<file path="src/rtl/tlm_frame_uart_tx_pkg.sv">
// Shared constants for the 0xFE-command telemetry serial link (transmitter and receiver).
// Holds line levels, frame layout and the FSM encodings used by the transmit path.
package tlm_frame_uart_tx_pkg;

  localparam logic       UART_IDLE_LVL  = 1'b1;
  localparam logic [7:0] FRAME_HEADER   = 8'hFE;
  localparam int         NUM_TLM_PARAMS = 32;
  localparam int         TLM_ADDR_W     = 5;

  // Bit-level phases of the serializer; ST_FINISH is the frame-level wrap-up cycle.
  localparam logic [2:0] ST_IDLE      = 3'd0;
  localparam logic [2:0] ST_START_BIT = 3'd1;
  localparam logic [2:0] ST_DATA_BITS = 3'd2;
  localparam logic [2:0] ST_STOP_BIT  = 3'd3;
  localparam logic [2:0] ST_FINISH    = 3'd4;

  localparam logic [1:0] FRM_IDLE   = 2'd0;
  localparam logic [1:0] FRM_ACTIVE = 2'd1;
  localparam logic [1:0] FRM_FINISH = 2'd2;

  localparam logic [7:0] MIN_CLK_PER_BIT = 8'd2;

  function automatic logic [7:0] clamp_clk_per_bit(input logic [7:0] cpb);
    return (cpb < MIN_CLK_PER_BIT) ? MIN_CLK_PER_BIT : cpb;
  endfunction

endpackage

</file>
<file path="src/rtl/uart_tx_serializer.sv">
// UART 8N1 byte serializer: start bit, 8 data bits LSB first, stop bit, each clk_per_bit cycles.
// A load during the last stop-bit cycle chains the next byte with no idle gap.
module uart_tx_serializer
  import tlm_frame_uart_tx_pkg::*;
(
  input  logic       clk,
  input  logic       reset,
  input  logic [7:0] data_byte,
  input  logic       load,
  input  logic [7:0] clk_per_bit,
  output logic       tx,
  output logic       byte_start,
  output logic       byte_done,
  output logic [2:0] phase
);

  logic [2:0] phase_q;
  logic [7:0] bit_timer;
  logic [2:0] bit_idx;
  logic [7:0] shreg;
  logic       tx_q;
  logic       bit_end;

  assign bit_end = (bit_timer == (clk_per_bit - 8'd1));

  always_ff @(posedge clk) begin
    if (reset) begin
      phase_q   <= ST_IDLE;
      bit_timer <= '0;
      bit_idx   <= '0;
      shreg     <= '0;
      tx_q      <= UART_IDLE_LVL;
    end else if (load) begin
      phase_q   <= ST_START_BIT;
      bit_timer <= '0;
      bit_idx   <= '0;
      shreg     <= data_byte;
      tx_q      <= ~UART_IDLE_LVL;
    end else begin
      case (phase_q)
        ST_START_BIT: begin
          if (bit_end) begin
            phase_q   <= ST_DATA_BITS;
            bit_timer <= '0;
            tx_q      <= shreg[0];
          end else begin
            bit_timer <= bit_timer + 8'd1;
          end
        end
        ST_DATA_BITS: begin
          if (bit_end) begin
            bit_timer <= '0;
            if (bit_idx == 3'd7) begin
              phase_q <= ST_STOP_BIT;
              tx_q    <= UART_IDLE_LVL;
            end else begin
              // tx follows the bit that becomes shreg[0] after this shift
              bit_idx <= bit_idx + 3'd1;
              shreg   <= {1'b0, shreg[7:1]};
              tx_q    <= shreg[1];
            end
          end else begin
            bit_timer <= bit_timer + 8'd1;
          end
        end
        ST_STOP_BIT: begin
          if (bit_end) begin
            phase_q   <= ST_IDLE;
            bit_timer <= '0;
          end else begin
            bit_timer <= bit_timer + 8'd1;
          end
        end
        default: begin
          phase_q   <= ST_IDLE;
          bit_timer <= '0;
          tx_q      <= UART_IDLE_LVL;
        end
      endcase
    end
  end

  assign tx         = tx_q;
  assign byte_start = (phase_q == ST_START_BIT) && (bit_timer == 8'd0);
  assign byte_done  = (phase_q == ST_STOP_BIT) && bit_end;
  assign phase      = phase_q;

endmodule

</file>
<file path="src/rtl/tlm_frame_uart_tx.sv">
// Telemetry frame transmitter: header byte then NUM_BYTES buffer bytes over UART 8N1.
// Next byte is prefetched during each start bit so bytes go out back-to-back.
module tlm_frame_uart_tx
  import tlm_frame_uart_tx_pkg::*;
#(
  parameter logic [7:0] HEADER    = FRAME_HEADER,
  parameter int         NUM_BYTES = NUM_TLM_PARAMS,
  parameter int         ADDR_W    = TLM_ADDR_W
) (
  input  logic              clk,
  input  logic              reset,
  input  logic              start,
  input  logic [7:0]        clk_per_bit,
  input  logic [7:0]        tlm_rdata,
  output logic              tlm_rd_en,
  output logic [ADDR_W-1:0] tlm_raddr,
  output logic              tx,
  output logic              busy,
  output logic              done,
  output logic [2:0]        state_dbg
);

  // Handshakes: start is a 1-cycle request honoured only in idle, no queuing;
  // tlm_rd_en is a 1-cycle strobe and tlm_rdata is taken the cycle after it.
  localparam logic [5:0] LAST_IDX = 6'(NUM_BYTES);

  logic [1:0] frame_q;
  logic [5:0] byte_idx;
  logic [7:0] cpb_lat;
  logic [7:0] hold_q;
  logic       rd_pending;
  logic       ser_load;
  logic [7:0] ser_byte;
  logic       byte_start;
  logic       byte_done;
  logic [2:0] ser_phase;
  logic       more_bytes;

  assign more_bytes = (byte_idx < LAST_IDX);

  always_comb begin
    ser_load = 1'b0;
    ser_byte = HEADER;
    if (frame_q == FRM_IDLE && start) begin
      ser_load = 1'b1;
    end else if (frame_q == FRM_ACTIVE && byte_done && more_bytes) begin
      ser_load = 1'b1;
      ser_byte = hold_q;
    end
  end

  // byte_idx names the byte on the wire; buffer entry byte_idx is the byte after it.
  assign tlm_rd_en = (frame_q == FRM_ACTIVE) && byte_start && more_bytes;
  assign tlm_raddr = byte_idx[ADDR_W-1:0];

  always_ff @(posedge clk) begin
    if (reset) begin
      frame_q    <= FRM_IDLE;
      byte_idx   <= '0;
      cpb_lat    <= MIN_CLK_PER_BIT;
      hold_q     <= '0;
      rd_pending <= 1'b0;
    end else begin
      rd_pending <= tlm_rd_en;
      if (rd_pending) hold_q <= tlm_rdata;
      case (frame_q)
        FRM_IDLE: begin
          if (start) begin
            frame_q  <= FRM_ACTIVE;
            byte_idx <= '0;
            cpb_lat  <= clamp_clk_per_bit(clk_per_bit);
          end
        end
        FRM_ACTIVE: begin
          if (byte_done) begin
            if (more_bytes) begin
              byte_idx <= byte_idx + 6'd1;
            end else begin
              frame_q  <= FRM_FINISH;
              byte_idx <= '0;
            end
          end
        end
        FRM_FINISH: frame_q <= FRM_IDLE;
        default:    frame_q <= FRM_IDLE;
      endcase
    end
  end

  uart_tx_serializer u_ser (
    .clk        (clk),
    .reset      (reset),
    .data_byte  (ser_byte),
    .load       (ser_load),
    .clk_per_bit(cpb_lat),
    .tx         (tx),
    .byte_start (byte_start),
    .byte_done  (byte_done),
    .phase      (ser_phase)
  );

  assign busy = (frame_q == FRM_ACTIVE);
  assign done = (frame_q == FRM_FINISH);

  always_comb begin
    state_dbg = ST_IDLE;
    case (frame_q)
      FRM_ACTIVE: state_dbg = ser_phase;
      FRM_FINISH: state_dbg = ST_FINISH;
      default:    state_dbg = ST_IDLE;
    endcase
  end

endmodule

</file>
<file path="config.mk">
export PLATFORM = sky130hd
export DESIGN_NAME = tlm_frame_uart_tx
export DESIGN_NICKNAME = d
export VERILOG_FILES = /design/src/rtl/tlm_frame_uart_tx_pkg.sv /design/src/rtl/uart_tx_serializer.sv /design/src/rtl/tlm_frame_uart_tx.sv
export SDC_FILE = /design/constraint.sdc
export NUM_CORES = 1
export LEC_CHECK = 0
export CORE_ASPECT_RATIO = 1.4
export CORE_MARGIN = 4
export CORE_UTILIZATION = 45
export CTS_BUF_LIST = sky130_fd_sc_hd__clkbuf_4
export DETAILED_ROUTE_END_ITERATION = 8
export PLACE_DENSITY_LB_ADDON = 0.3
export SLEW_MARGIN = 20
export SYNTH_ARGS = -nofsm -noshare
export SYNTH_HDL_FRONTEND = slang
export SYNTH_SLANG_ARGS = --single-unit
</file>
<file path="constraint.sdc">
create_clock -name clk -period 2.64 [get_ports clk]
set_input_delay 0.528 -clock clk [delete_from_list [all_inputs] [get_ports clk]]
set_output_delay 0.528 -clock clk [all_outputs]
set_load 0.02 [all_outputs]
</file>
==> results of run 1 <==
## tightest hold or removal path: cells and delay by family (launching register included)
family / cells / cell delay [ns]
AND/OR/NAND/NOR: 1 / 0.05
flip-flops: 1 / 0.34
AO/OA/AOI/OAI: 1 / 0.05
## routing by layer
metal	vias up	wire length [µm]	GRT usage, %
li1	1052	-	-
met1	985	2330	19.9
met2	40	2920	32.5
met3	6	175	3.16
met4	0	55	5.43
met5	-	0	0
## layout make-up
cell class                 count  area, µm²  area share, %
clock inverter                 3       43.8           1.51
sequential                    47        942           32.4
multi-input combinational    208       1380           47.4
tap                           66       82.6           2.84
clock buffer                   5       37.5           1.29
timing repair buffer          42        389           13.4
inverter                       9       33.8           1.16
## worst max-delay path by stage
stage	cells after the start	start	endpoint	slack [ns]
after floorplan	11	cpb_lat[0]$_SDFFE_PP0P_	u_ser.shreg[1]$_SDFFE_PP0P_	0.27
after global placement	7	cpb_lat[4]$_SDFFE_PP0P_	u_ser.shreg[0]$_SDFFE_PP0P_	0.24
after detailed placement	10	cpb_lat[0]$_SDFFE_PP0P_	u_ser.shreg[0]$_SDFFE_PP0P_	0.14
after CTS	10	cpb_lat[0]$_SDFFE_PP0P_	u_ser.shreg[0]$_SDFFE_PP0P_	0.07
after global routing	11	cpb_lat[0]$_SDFFE_PP0P_	u_ser.shreg[5]$_SDFFE_PP0P_	0.06
final	7	cpb_lat[4]$_SDFFE_PP0P_	u_ser.shreg[0]$_SDFFE_PP0P_	0.19
## where the power goes
part	switching (W)	internal, W	total, W
sequential	0.0000228	0.000736	0.000759
combinational	0.000126	0.000114	0.000240
clock	0.000239	0.000200	0.000439
total	0.000388	0.00105	0.00144
## cells in the final DEF, fill, tap and decap left out, types with 7 or more instances in the layout
cell | synthesis | final
dfxtp_1 | 47 | 46
nor2_1 | 34 | 34
clkdlybuf4s50_1 | 0 | 29
nand2_1 | 26 | 26
a21oi_1 | 18 | 18
nand3_1 | 15 | 15
mux2i_1 | 15 | 15
buf_4 | 7 | 12
xor2_1 | 11 | 11
inv_1 | 9 | 9
ha_1 | 10 | 9
a211oi_1 | 7 | 7
## state kept, by name, summed over array words and instances (netlist names)
signal and flops:
u_ser.bit_timer 8, u_ser.bit_idx 3, u_ser.phase 2, u_ser.shreg 8, rd_pending 1, byte_idx 6, cpb_lat 8, hold_q 8
u_ser.tx 1, frame_q 2
## per-stage QoR
step / area (µm²) / total power [W] / util [%] / setup slack, ns / hold WS [ns]
6_report: 2910 / 0.00144 / 55.5 / 0.188 / 0.473
5_1_grt: 2910 / 0.00151 / 55.5 / 0.0607 / 0.487
4_1_cts: 2900 / 0.00145 / 55.4 / 0.0746 / 0.473
3_5_place_dp: 2820 / 0.00101 / 53.9 / 0.136 / 0.454
3_3_place_gp: 2820 / 0.00101 / 53.9 / 0.236 / 0.444
2_1_floorplan: 2460 / 0.000923 / - / 0.273 / 0.436
## repair_timing
action	4_1_cts	5_1_grt
pin swaps	0	0
resized for setup	1	3
setup endpoints to repair	1	12
setup buffers	0	0
## logic make-up after synthesis
logic type	Yosys count	share of synthesized area, %
AND/OR/NAND/NOR	112	23.3
adder cells (fa/ha/maj)	10	5.08
XOR/XNOR	15	5.34
AO/OA/AOI/OAI	55	15.5
multiplexers	16	6.55
buffers and inverters	28	6.00
flip-flops	47	38.2
==> results by group, run 1 <==
Layout
  – Final #Nets: between 300 and 400
  – P&R area growth vs syn: 18.0%
  – N_diodes: 0
  – Final Instance Count excl. Fillers: 380
  – Filler instances: approximately 510
  – Layout cells sized above 1: around 9.9%

Run status
  – Status: finished clean

Floorplanning
  – I/O pins: 31
  – Initial Util: 47.0%
  – Die X: approximately 70 µm
  – CORE AREA: about 5200 µm²
  – Cell Rows: 31
  – Die span in y: approximately 96 µm
  – Die Area: ~6700 µm²

Worst setup path
  – RR Startpoint: cpb_lat[4]$_SDFFE_PP0P_
  – WP data required: ~3 ns
  – Critical path startpoint category: flip-flop
  – Cell family with most CP delay: simple AND/OR/NAND/NOR gates
  – CP cell instances: nor4_4 -> nand2_1 -> or4b_4 -> a31oi_4 -> and2_1 -> nand3_1 -> a221oi_1
  – R2R depth: 7
  – Slowest CP cell: or4b_4
  – Max incr delay on CP: between 0.5 and 0.6 ns
  – Crit end category: flip-flop
  – WS Path Type: flip-flop to flip-flop
  – Buf+Inv Stages, Crit Path: 0
  – CP max FO: 9
  – Critical path data arrival time: approximately 2.7 ns
  – Reg2reg end: u_ser.shreg[0]$_SDFFE_PP0P_
  – R2r setup slk: between 0.15 and 0.2 ns

Yosys
  – Largest area contributor in the netlist: dfxtp_1
  – Gate Count Post-Synth: 283
  – Synth top area share: between 30% and 40%
  – Yosys warns: 0
  – Synthesized area per cell: 8.70 µm²
  – Top cells by area in the synthesized netlist: dfxtp_1 (38%), mux2i_1 (6.1%), nor2_1 (5.2%)
  – Synthesized area: about 2500 µm²
  – Seq/Total Area, Yosys: 38.2%
  – Ys async rst share: 0%
  – Most common library cells after synthesis: dfxtp_1 (47), nor2_1 (34), nand2_1 (26), a21oi_1 (18)
  – Post-synth cell types: 50
  – Synth Register Bits: 47
  – Ys flop type: dfxtp_1
  – Syn nets: 312
  – Most numerous cell in the Yosys netlist: dfxtp_1
  – EDFF count, synth: 0

Placement
  – Number of port buffers: 30
  – Inst Count DP: between 300 and 400
  – Routability Congestion: about 0.9
  – DP HPWL: between 4 and 5 mm

Worst hold path
  – WHS Path Cells: 2
  – Endpoint, Worst Hold: u_ser.bit_idx[1]$_SDFFE_PP0P_
  – Hold Crit Start: u_ser.bit_idx[1]$_SDFFE_PP0P_
  – Hold crit path type: flip-flop to flip-flop

Route
  – Routed wire length: 5.48 mm
  – Drt pass-1 iters: 4
  – Residual DRC: 0
  – Initial DRC Count: about 160
  – Detail Route Antenna Nets: 0
  – Vias per cell: roughly 5.5
  – Routed len/inst: roughly 14 µm
  – Via count: 2,083

CTS
  – Inserted Clock Buffers: 5
  – Later-pin clock latency in the skew report: ~0.36 ns
  – Post-CTS Hold Buffers: 0
  – Clk buf depth: 2
  – CTS H-tree lvls: 2
  – CTS tree: built
  – Clk sink count: 47
  – Root buf cell: clkbuf_4
  – CTS clock-pin slew for the worst setup and hold paths: roughly 0.14 ns

Timing
  – Unrepaired setup endpoints after global routing: false
  – Fmax: between 0.4 and 0.5 GHz
  – Worst clock skew: 0.0119 ns
  – Fin. max-slew vios: 0
  – Slew Limit Headroom: approximately 66%
  – Setup Viol. Count Final: 0
  – Slew @ Worst Pin: ~0.51 ns
  – Final Cycle Share: between 90% and 100%
  – Fin crit period: ~2.5 ns
  – Total negative slack: 0 ns
  – Hold Fails Final Rpt: 0

Power
  – P per Cell Area: roughly 500 nW/µm²
  – Worst VDD drop: approximately 420 µV
  – Static leakage: about 1.1 nW

Global routing
  – Initial antenna violation count: 0
  – First-pass GRT wire length: between 9 and 10 mm
  – Vias in the first global route: approximately 2,000
  – Remaining global-route overflow: 0
  – Largest net degree at the start of global routing: 37
  – Tot GR Track Use: ~17%

Run
  – Max-Cap Viols: 0
Note: power is estimated with default switching activity, not from simulation.
==> run 2, diff against run 1 <==
==> constraint.sdc (replaced) <==
create_clock -name clk -period 2.3 [get_ports clk]
set_input_delay 0.46 -clock clk [delete_from_list [all_inputs] [get_ports clk]]
set_output_delay 0.46 -clock clk [all_outputs]
set_load 0.02 [all_outputs]
==> run 2 against run 1 <==
Compared with the run above: combinational power increased by 40%; register-to-register slack lost 0.16 ns; clock skew rose by 0.0039 ns; critical endpoint is now byte_idx[4]$_SDFFE_PP0P_; critical path depth did not move; worst hold slack got worse by 0.0060 ns; fmax increased by 7.9%; sequential power is 14% higher; global-route usage fell by 0.33 points; critical path type unchanged; sequential cell count stayed put; sequential share of layout area is 2.2 points lower.
==> results by group, run 2 (same netlist as run 1, synthesis figures left out) <==
Layout
  – Layout cells sized above 1: 20.1%
  – Final Instance Count excl. Fillers: 395
  – P&R area growth vs syn: 26.9%
  – Final #Nets: about 360
  – Most common cell after layout, fill and taps aside: dfxtp_1
  – Layout Utilization: about three fifths
  – N_diodes: 0
  – Most frequent cells in the layout: dfxtp_1 (44), nor2_1 (34), clkdlybuf4s50_1 (27)

Global routing
  – Remaining global-route overflow: 0
  – Vias in the first global route: about 2,100
  – Largest net degree at the start of global routing: 22
  – Tot GR Track Use: about 17%
  – First-pass GRT wire length: between 9 and 10 mm
  – Initial antenna violation count: 0

Worst setup path
  – R2r setup slk: around 0.028 ns
  – Crit end category: flip-flop
  – Max incr delay on CP: around 0.53 ns
  – Setup crit start: cpb_lat[2]$_SDFFE_PP0P_
  – Critical path data arrival time: approximately 2.6 ns
  – WS Path Type: flip-flop to flip-flop
  – Worst Setup EP: byte_idx[4]$_SDFFE_PP0P_
  – Slowest CP cell: or4b_4
  – Reg2reg end: byte_idx[4]$_SDFFE_PP0P_
  – Critical path startpoint category: flip-flop
  – CP cell instances: nor4_4 -> nand2_1 -> or4b_4 -> a31oi_4 -> and4bb_4 -> a41oi_2 -> a311oi_1
  – CP max FO: 5
  – RR Startpoint: cpb_lat[2]$_SDFFE_PP0P_
  – WP data required: approximately 2.6 ns
  – R2R depth: 7

Placement
  – DP HPWL: just over 4 mm
  – Routability Congestion: 0.829
  – Inst Count DP: about 390
  – Number of port buffers: 30

CTS
  – Inserted Clock Buffers: 5
  – CTS tree: built
  – CTS H-tree lvls: 2
  – CTS clock-pin slew for the worst setup and hold paths: 0.16 ns
  – Clk buf depth: 2
  – Post-CTS Hold Buffers: 0
  – Later-pin clock latency in the skew report: around 0.37 ns
  – Root buf cell: clkbuf_4
  – Clk sink count: 47

Route
  – Drt pass-1 iters: 4
  – Via count: 2,122
  – Routed wire length: between 5 and 6 mm
  – Initial DRC Count: 120
  – Detail Route Antenna Nets: 0
  – Vias per cell: approximately 5.4
  – Residual DRC: 0
  – Routed len/inst: around 14 µm

Floorplanning
  – Die span in y: approximately 96 µm
  – Initial Util: roughly 47%
  – Die Area: 6740 µm²
  – Die X: 70.5 µm
  – Cell Rows: 31
  – I/O pins: 31
  – CORE AREA: 5240 µm²

Timing
  – Fin. max-slew vios: 0
  – Hold Fails Final Rpt: 0
  – Fmax: ~0.44 GHz
  – Setup Viol. Count Final: 0
  – Unrepaired setup endpoints after global routing: true
  – Slew Limit Headroom: roughly 66%
  – Final Cycle Share: 98.8%
  – Slew @ Worst Pin: about 0.5 ns
  – Fin crit period: about 2.3 ns
  – Total negative slack: 0 ns
  – WHS: between 0.4 and 0.5 ns
  – Worst clock skew: between 0.015 and 0.02 ns

Power
  – Power share of the sequential group: between 50 and 60%
  – Int Pwr: between 0.001 and 0.0015 W
  – Static leakage: about 1.2 nW
  – Clk network pwr share: a little over a quarter
  – Worst VDD drop: between 400 and 500 µV
  – Net Switching: 0.000480 W
  – Gate power share: between 20% and 30%
  – P per Cell Area: around 520 nW/µm²
  – Power, Total: about 0.0016 W
  – Net Sw Frac: roughly 29%

Worst hold path
  – Hold crit path type: flip-flop to flip-flop

Run
  – Max-Cap Viols: 0

Run status
  – Status: finished clean
## run 2: changes by cell type in the layout (fill, tap and decap cells not counted), sizes merged, moves of 2 or more
cell           before  now
buf                12   27
clkdlybuf4s50      29   27
clkinv              2    0
dlymetal6s2s        0    2
inv                 9   11
## run 2: power groups by stage
stage / clock [W] / combinational (W) / sequential [W]
after floorplan: 0 / 0.000176 / 0.000886
after global placement: 0 / 0.000297 / 0.000885
after detailed placement: 0 / 0.000301 / 0.000886
after CTS: 0.000433 / 0.000304 / 0.000869
after global routing: 0.000470 / 0.000370 / 0.000875
final: 0.000423 / 0.000337 / 0.000869
## run 2: final cells by class
class / instances / area (µm²)
fill: 478 / 2110
tap: 66 / 82.6
timing repair buffer: 57 / 510
clock buffer: 5 / 37.5
multi-input combinational: 208 / 1490
clock inverter: 3 / 27.5
inverter: 9 / 33.8
sequential: 47 / 945
## run 2: how the worst min path moves through the flow
stage / slack, ns / to / depth (start not counted) / start
after floorplan: 0.44 / u_ser.bit_idx[1]$_SDFFE_PP0P_ / 2 / u_ser.bit_idx[1]$_SDFFE_PP0P_
after global placement: 0.45 / u_ser.bit_idx[1]$_SDFFE_PP0P_ / 2 / u_ser.bit_idx[1]$_SDFFE_PP0P_
after detailed placement: 0.45 / u_ser.bit_idx[2]$_SDFFE_PP0P_ / 2 / u_ser.bit_idx[2]$_SDFFE_PP0P_
after CTS: 0.47 / u_ser.bit_idx[2]$_SDFFE_PP0P_ / 2 / u_ser.bit_idx[2]$_SDFFE_PP0P_
after global routing: 0.49 / u_ser.bit_idx[1]$_SDFFE_PP0P_ / 2 / u_ser.bit_idx[1]$_SDFFE_PP0P_
final: 0.47 / u_ser.bit_idx[2]$_SDFFE_PP0P_ / 2 / u_ser.bit_idx[2]$_SDFFE_PP0P_
## run 2: per-stage QoR
step	area [µm²]	worst slack, ns
after floorplan	2470	0.0342
final	3130	0.0279
after CTS	2990	-0.00173
after detailed placement	2920	-0.00494
after global placement	2920	0.0521
after global routing	3130	-0.0755
## run 2: repair_timing
item	4_1_cts	5_1_grt
gates resized for setup	5	27
buffers inserted	0	2
pin swaps	3	11
setup endpoints to repair	12	33
## run 2: metal layers
metal  up-vias  track usage [%]  wire length [µm]
met1       995             18.8              2320
met4         0             6.07                66
met5         -                0                 0
met2        30             32.0              2900
met3         6             3.69               174
li1       1091                -                 -
## run 2: critical path, delay by kind of cell, from the launching register on
family / cells / cell delay, ns
simple gates: 4 / 1.25
compound gates: 3 / 0.59
flops: 1 / 0.36
==> run 3, diff against run 2 <==
--- a/config.mk
+++ b/config.mk
@@ -5,9 +5,11 @@
 export SDC_FILE = /design/constraint.sdc
 export NUM_CORES = 1
 export LEC_CHECK = 0
+export CELL_PAD_IN_SITES_DETAIL_PLACEMENT = 0
+export CELL_PAD_IN_SITES_GLOBAL_PLACEMENT = 1
 export CORE_ASPECT_RATIO = 1.4
 export CORE_MARGIN = 4
-export CORE_UTILIZATION = 45
+export CORE_UTILIZATION = 43
 export CTS_BUF_LIST = sky130_fd_sc_hd__clkbuf_4
 export DETAILED_ROUTE_END_ITERATION = 8
 export PLACE_DENSITY_LB_ADDON = 0.3
==> run 3 against run 2 <==
Compared with the run above: the run now ends with negative setup slack left; highest routed layer unchanged; non-clock buffer count up 7; fmax down 3.6%; via count up 2.9%; cell count up 2.3%; combinational power up 11%; first-iteration DRC count down 23%; sequential cell count unchanged.
==> results by group, run 3 (same netlist as run 1, synthesis figures left out) <==
Floorplanning
  – CORE AREA: approximately 5500 µm²
  – Initial Util: approximately 45%
  – Die Area: between 7000 and 8000 µm²
  – I/O pins: 31
  – Cell Rows: 32
  – Die X: just over 70 µm
  – Die span in y: 97.5 µm

CTS
  – Clk sink count: 47
  – Root buf cell: clkbuf_4
  – Later-pin clock latency in the skew report: 0.38 ns
  – CTS H-tree lvls: 2
  – Clk buf depth: 2
  – Inserted Clock Buffers: 5
  – CTS clock-pin slew for the worst setup and hold paths: ~0.15 ns
  – CTS tree: built

Route
  – Vias per cell: roughly 5.4
  – Routed len/inst: between 10 and 15 µm
  – Residual DRC: 0
  – Detail Route Antenna Nets: 0
  – Drt pass-1 iters: 4
  – Routed wire length: between 6 and 7 mm
  – Initial DRC Count: around 90
  – Met2 Wirelength: 3.28 mm
  – DR top layer: met4
  – Via count: 2,183
  – Met1 wire length: 2.45 mm
  – Met3 wire length: approximately 180 µm

Layout
  – Final #Nets: roughly 360
  – N_diodes: 0
  – Filler instances: about 480
  – Layout Utilization: roughly 60%
  – Most frequent cells in the layout: dfxtp_1 (43), nor2_1 (31), clkdlybuf4s50_1 (27)
  – P&R area growth vs syn: 35.0%
  – Layout cells sized above 1: 23.8%
  – Most common cell after layout, fill and taps aside: dfxtp_1

Worst hold path
  – Hold Crit Start: u_ser.bit_idx[2]$_SDFFE_PP0P_
  – Hold crit path type: flip-flop to flip-flop

Global routing
  – Largest net degree at the start of global routing: 37
  – Initial antenna violation count: 0
  – First-pass GRT wire length: between 9 and 10 mm
  – Remaining global-route overflow: 0
  – Tot GR Track Use: approximately 17%
  – Vias in the first global route: approximately 2,200

Timing
  – Fin crit period: about 2.4 ns
  – Setup ws final: -0.0576 ns
  – Setup Viol. Count Final: 7
  – Unrepaired setup endpoints after global routing: true
  – WHS: between 0.4 and 0.5 ns
  – Fmax: between 0.4 and 0.5 GHz
  – Slew @ Worst Pin: 0.460 ns
  – Final Cycle Share: 103%
  – Hold Fails Final Rpt: 0
  – Total negative slack: -0.250 ns
  – Fin. max-slew vios: 0
  – Slew Limit Headroom: around 69%
  – Worst clock skew: 0.0213 ns

Placement
  – Number of port buffers: 30
  – Routability Congestion: 0.807
  – DP HPWL: around 4.2 mm

Power
  – Static leakage: around 1.3 nW
  – P per Cell Area: ~560 nW/µm²
  – Worst VDD drop: ~400 µV

Worst setup path
  – WP data required: about 2.6 ns
  – Crit end category: flip-flop
  – Critical path startpoint category: flip-flop
  – RR Startpoint: cpb_lat[2]$_SDFFE_PP0P_
  – CP max FO: 5
  – R2r setup slk: -0.06 ns
  – Critical path data arrival time: 2.64 ns
  – Setup crit start: cpb_lat[2]$_SDFFE_PP0P_
  – WS Path Type: flip-flop to flip-flop

Run
  – Max-Cap Viols: 0

Run status
  – Violated checks: negative setup slack
  – Status: complete, but fails checks
-- run 3: cell count changes in the layout (fill, tap and decap cells not counted), sizes merged --
cell    previous run  this run
clkbuf             6         7
buf               27        33
inv               11         9
bufinv             0         2
-- run 3: timing repair --
action	in CTS	in global routing
hold buffers	0	0
pin swaps	2	20
gates cloned	0	1
setup endpoints to repair	25	31
resized for setup	8	41
setup buffers	2	4
-- run 3: routing by layer --
| metal | up-vias | track usage, % |
|---|---|---|
| met5 | - | 0 |
| met2 | 37 | 31.7 |
| met1 | 1037 | 19.5 |
| met3 | 11 | 2.90 |
| met4 | 0 | 6.66 |
| li1 | 1098 | - |
-- run 3: final cells by class --
cell class	count	area (µm²)	area share, %
well taps	68	85.1	2.56
clock buffers	5	37.5	1.13
repair buffers	64	617	18.6
clock inverters	3	67.6	2.03
flip-flops and latches	47	948	28.5
multi-input cells	208	1540	46.2
inverters	9	33.8	1.02
-- run 3: worst paths after layout --
check / end / depth (start not counted)
hold / removal: u_ser.bit_idx[2]$_SDFFE_PP0P_ / 2
hold reg to reg: u_ser.bit_idx[2]$_SDFFE_PP0P_ / 2
setup reg to reg: u_ser.shreg[1]$_SDFFE_PP0P_ / 9
setup / recovery: u_ser.shreg[1]$_SDFFE_PP0P_ / 9
-- run 3: per-stage QoR --
stage / area, µm² / cells / setup WS [ns] / power [W]
floorplan: 2470 / 283 / 0.0342 / 0.00106
global placement: 2950 / 389 / -0.00837 / 0.00118
detailed placement: 2950 / 389 / -0.0374 / 0.00119
CTS: 3090 / 399 / 0.00665 / 0.00182
global route: 3320 / 404 / -0.145 / 0.00194
finish: 3320 / 404 / -0.0576 / 0.00186
-- run 3: worst max-delay path, stage by stage (launching register included) --
cell and delay, ns:
dfxtp_2 0.36, nor4_4 0.31, nand2_1 0.08, or4b_4 0.53, a31oi_4 0.26, buf_12 0.15
nand3_4 0.10, buf_12 0.16, mux2i_1 0.11, a211oi_1 0.20
-- run 3: where the power goes --
group          internal (W)  leakage (nW)  total, W  switching (W)
combinational      0.000191         0.890  0.000373       0.000183
clock              0.000338        0.0514  0.000615       0.000277
sequential         0.000845         0.384  0.000872      0.0000263
total               0.00137          1.33   0.00186       0.000486
==> variant (settings of run 1) <==
Change the package constant `TLM_ADDR_W` from 5 to 4.
--- a/src/rtl/tlm_frame_uart_tx_pkg.sv
+++ b/src/rtl/tlm_frame_uart_tx_pkg.sv
@@ -6,5 +6,5 @@
   localparam logic [7:0] FRAME_HEADER   = 8'hFE;
   localparam int         NUM_TLM_PARAMS = 32;
-  localparam int         TLM_ADDR_W     = 5;
+  localparam int         TLM_ADDR_W     = 4;
 
   // Bit-level phases of the serializer; ST_FINISH is the frame-level wrap-up cycle.
Ports: changed (resized tlm_raddr); port bits go from 31 to 30. The function was not compared with the original's and may differ.
==> variant against run 1 <==
- setup slack about the same
- clock power fell by 3%
- largest cell class unchanged
- power is 1.1% lower
- area after synthesis down 0.30%
- routed wire length is 2.2% lower
- utilization shrank 0.26 points
- via count decreased by 0.96%
- final area fell by 0.47%
- sequential cell count unchanged
==> variant: results (changes against run 1) <==
* Status: finished, final reports clean
* Worst Max-Slew Pin Slew at 526 ps (+18.0 ps)
* Syn avg cell area at 8.71 um^2 (about the same)
* Setup Skew at 21.9 ps (+9.99 ps)
* Seq pwr at 0.760 mW (about the same)
* Initial DRC Count at 87 (-47%)
* Overall routing resource usage at 17.0% (-0.39 points)
* Fmax at 408 MHz (about the same)
* Syn nets at 311 (-0.32%)
* Multi-input gate share of total cell area at 47.8% (+0.40 points)
* Proportion of layout cells with a drive suffix above 1 at 9.94% (+0.063 points)
* Placed cell count at 370 (-0.54%)
* Worst R2R Setup Slack at 190 ps (about the same)
* Non-clk bufs at 40 (-4.8%)
* Final Wtd Congestion at 0.927 (+0.32%)
* Sequential-to-total area share from yosys stat at 38.3% (+0.12 points)
* Total wire length at 5360 um (-2.2%)
* Maximum VDD drop at 367 uV (-12%)
* Vias/cell at 5.46 (-0.44%)
* Seq pwr share at 53.4% (+0.6 points)
* Number of port buffers at 29 (-3.3%)
* DP Area at 0.00280 mm^2 (-0.62%)
* Area contributors post-synth: dfxtp_1 (38%), mux2i_1 (6.1%), nor2_1 (5.2%), ha_1 (5.1%), nand2_1 (4.0%)
* Final #Nets at 340 (-0.58%)
* Vias in the first global route at 2,015 (-0.54%)
* Final non-clock buffer share at 12.9% (-0.54 points)
* Fill cell total of the finished layout at 498 (-1.4%)
* Final hold slack at 470 ps (-2.85 ps)
* First-pass GRT wire length at 9250 um (-2.3%)
* Sw power at 0.378 mW (-2.5%)
==> variant: cells by family (layout without fill, tap and decap cells) <==
group           count (synthesis)  count (layout)  share of synthesized area, %
simple gates                  112             112                          23.4
compound gates                 55              55                          15.5
flops                          47              47                          38.3
buf+inv                        27              57                          5.71
mux                            16              16                          6.57
xor+xnor                       15              15                          5.35
fa+ha+maj                      10              10                          5.10
==> variant: per-layer routing <==
| metal | vias to the layer above | part of all wire, % | GRT usage [%] | routed length (um) |
|---|---|---|---|---|
| li1 | 1052 | - | - | - |
| met1 | 960 | 42 | 19.3 | 2240 |
| met2 | 37 | 52 | 30.7 | 2810 |
| met3 | 14 | 3.4 | 3.69 | 182 |
| met4 | 0 | 2.4 | 7.19 | 130 |
| met5 | - | 0 | 0 | 0 |
==> variant: repair_timing <==
item                                    4_1_cts  5_1_grt
gates cloned                                  0        0
endpoints found under the setup margin        1       24
hold endpoints to repair                      0        0
pin swaps                                     0        0
gates resized for setup                       1        6
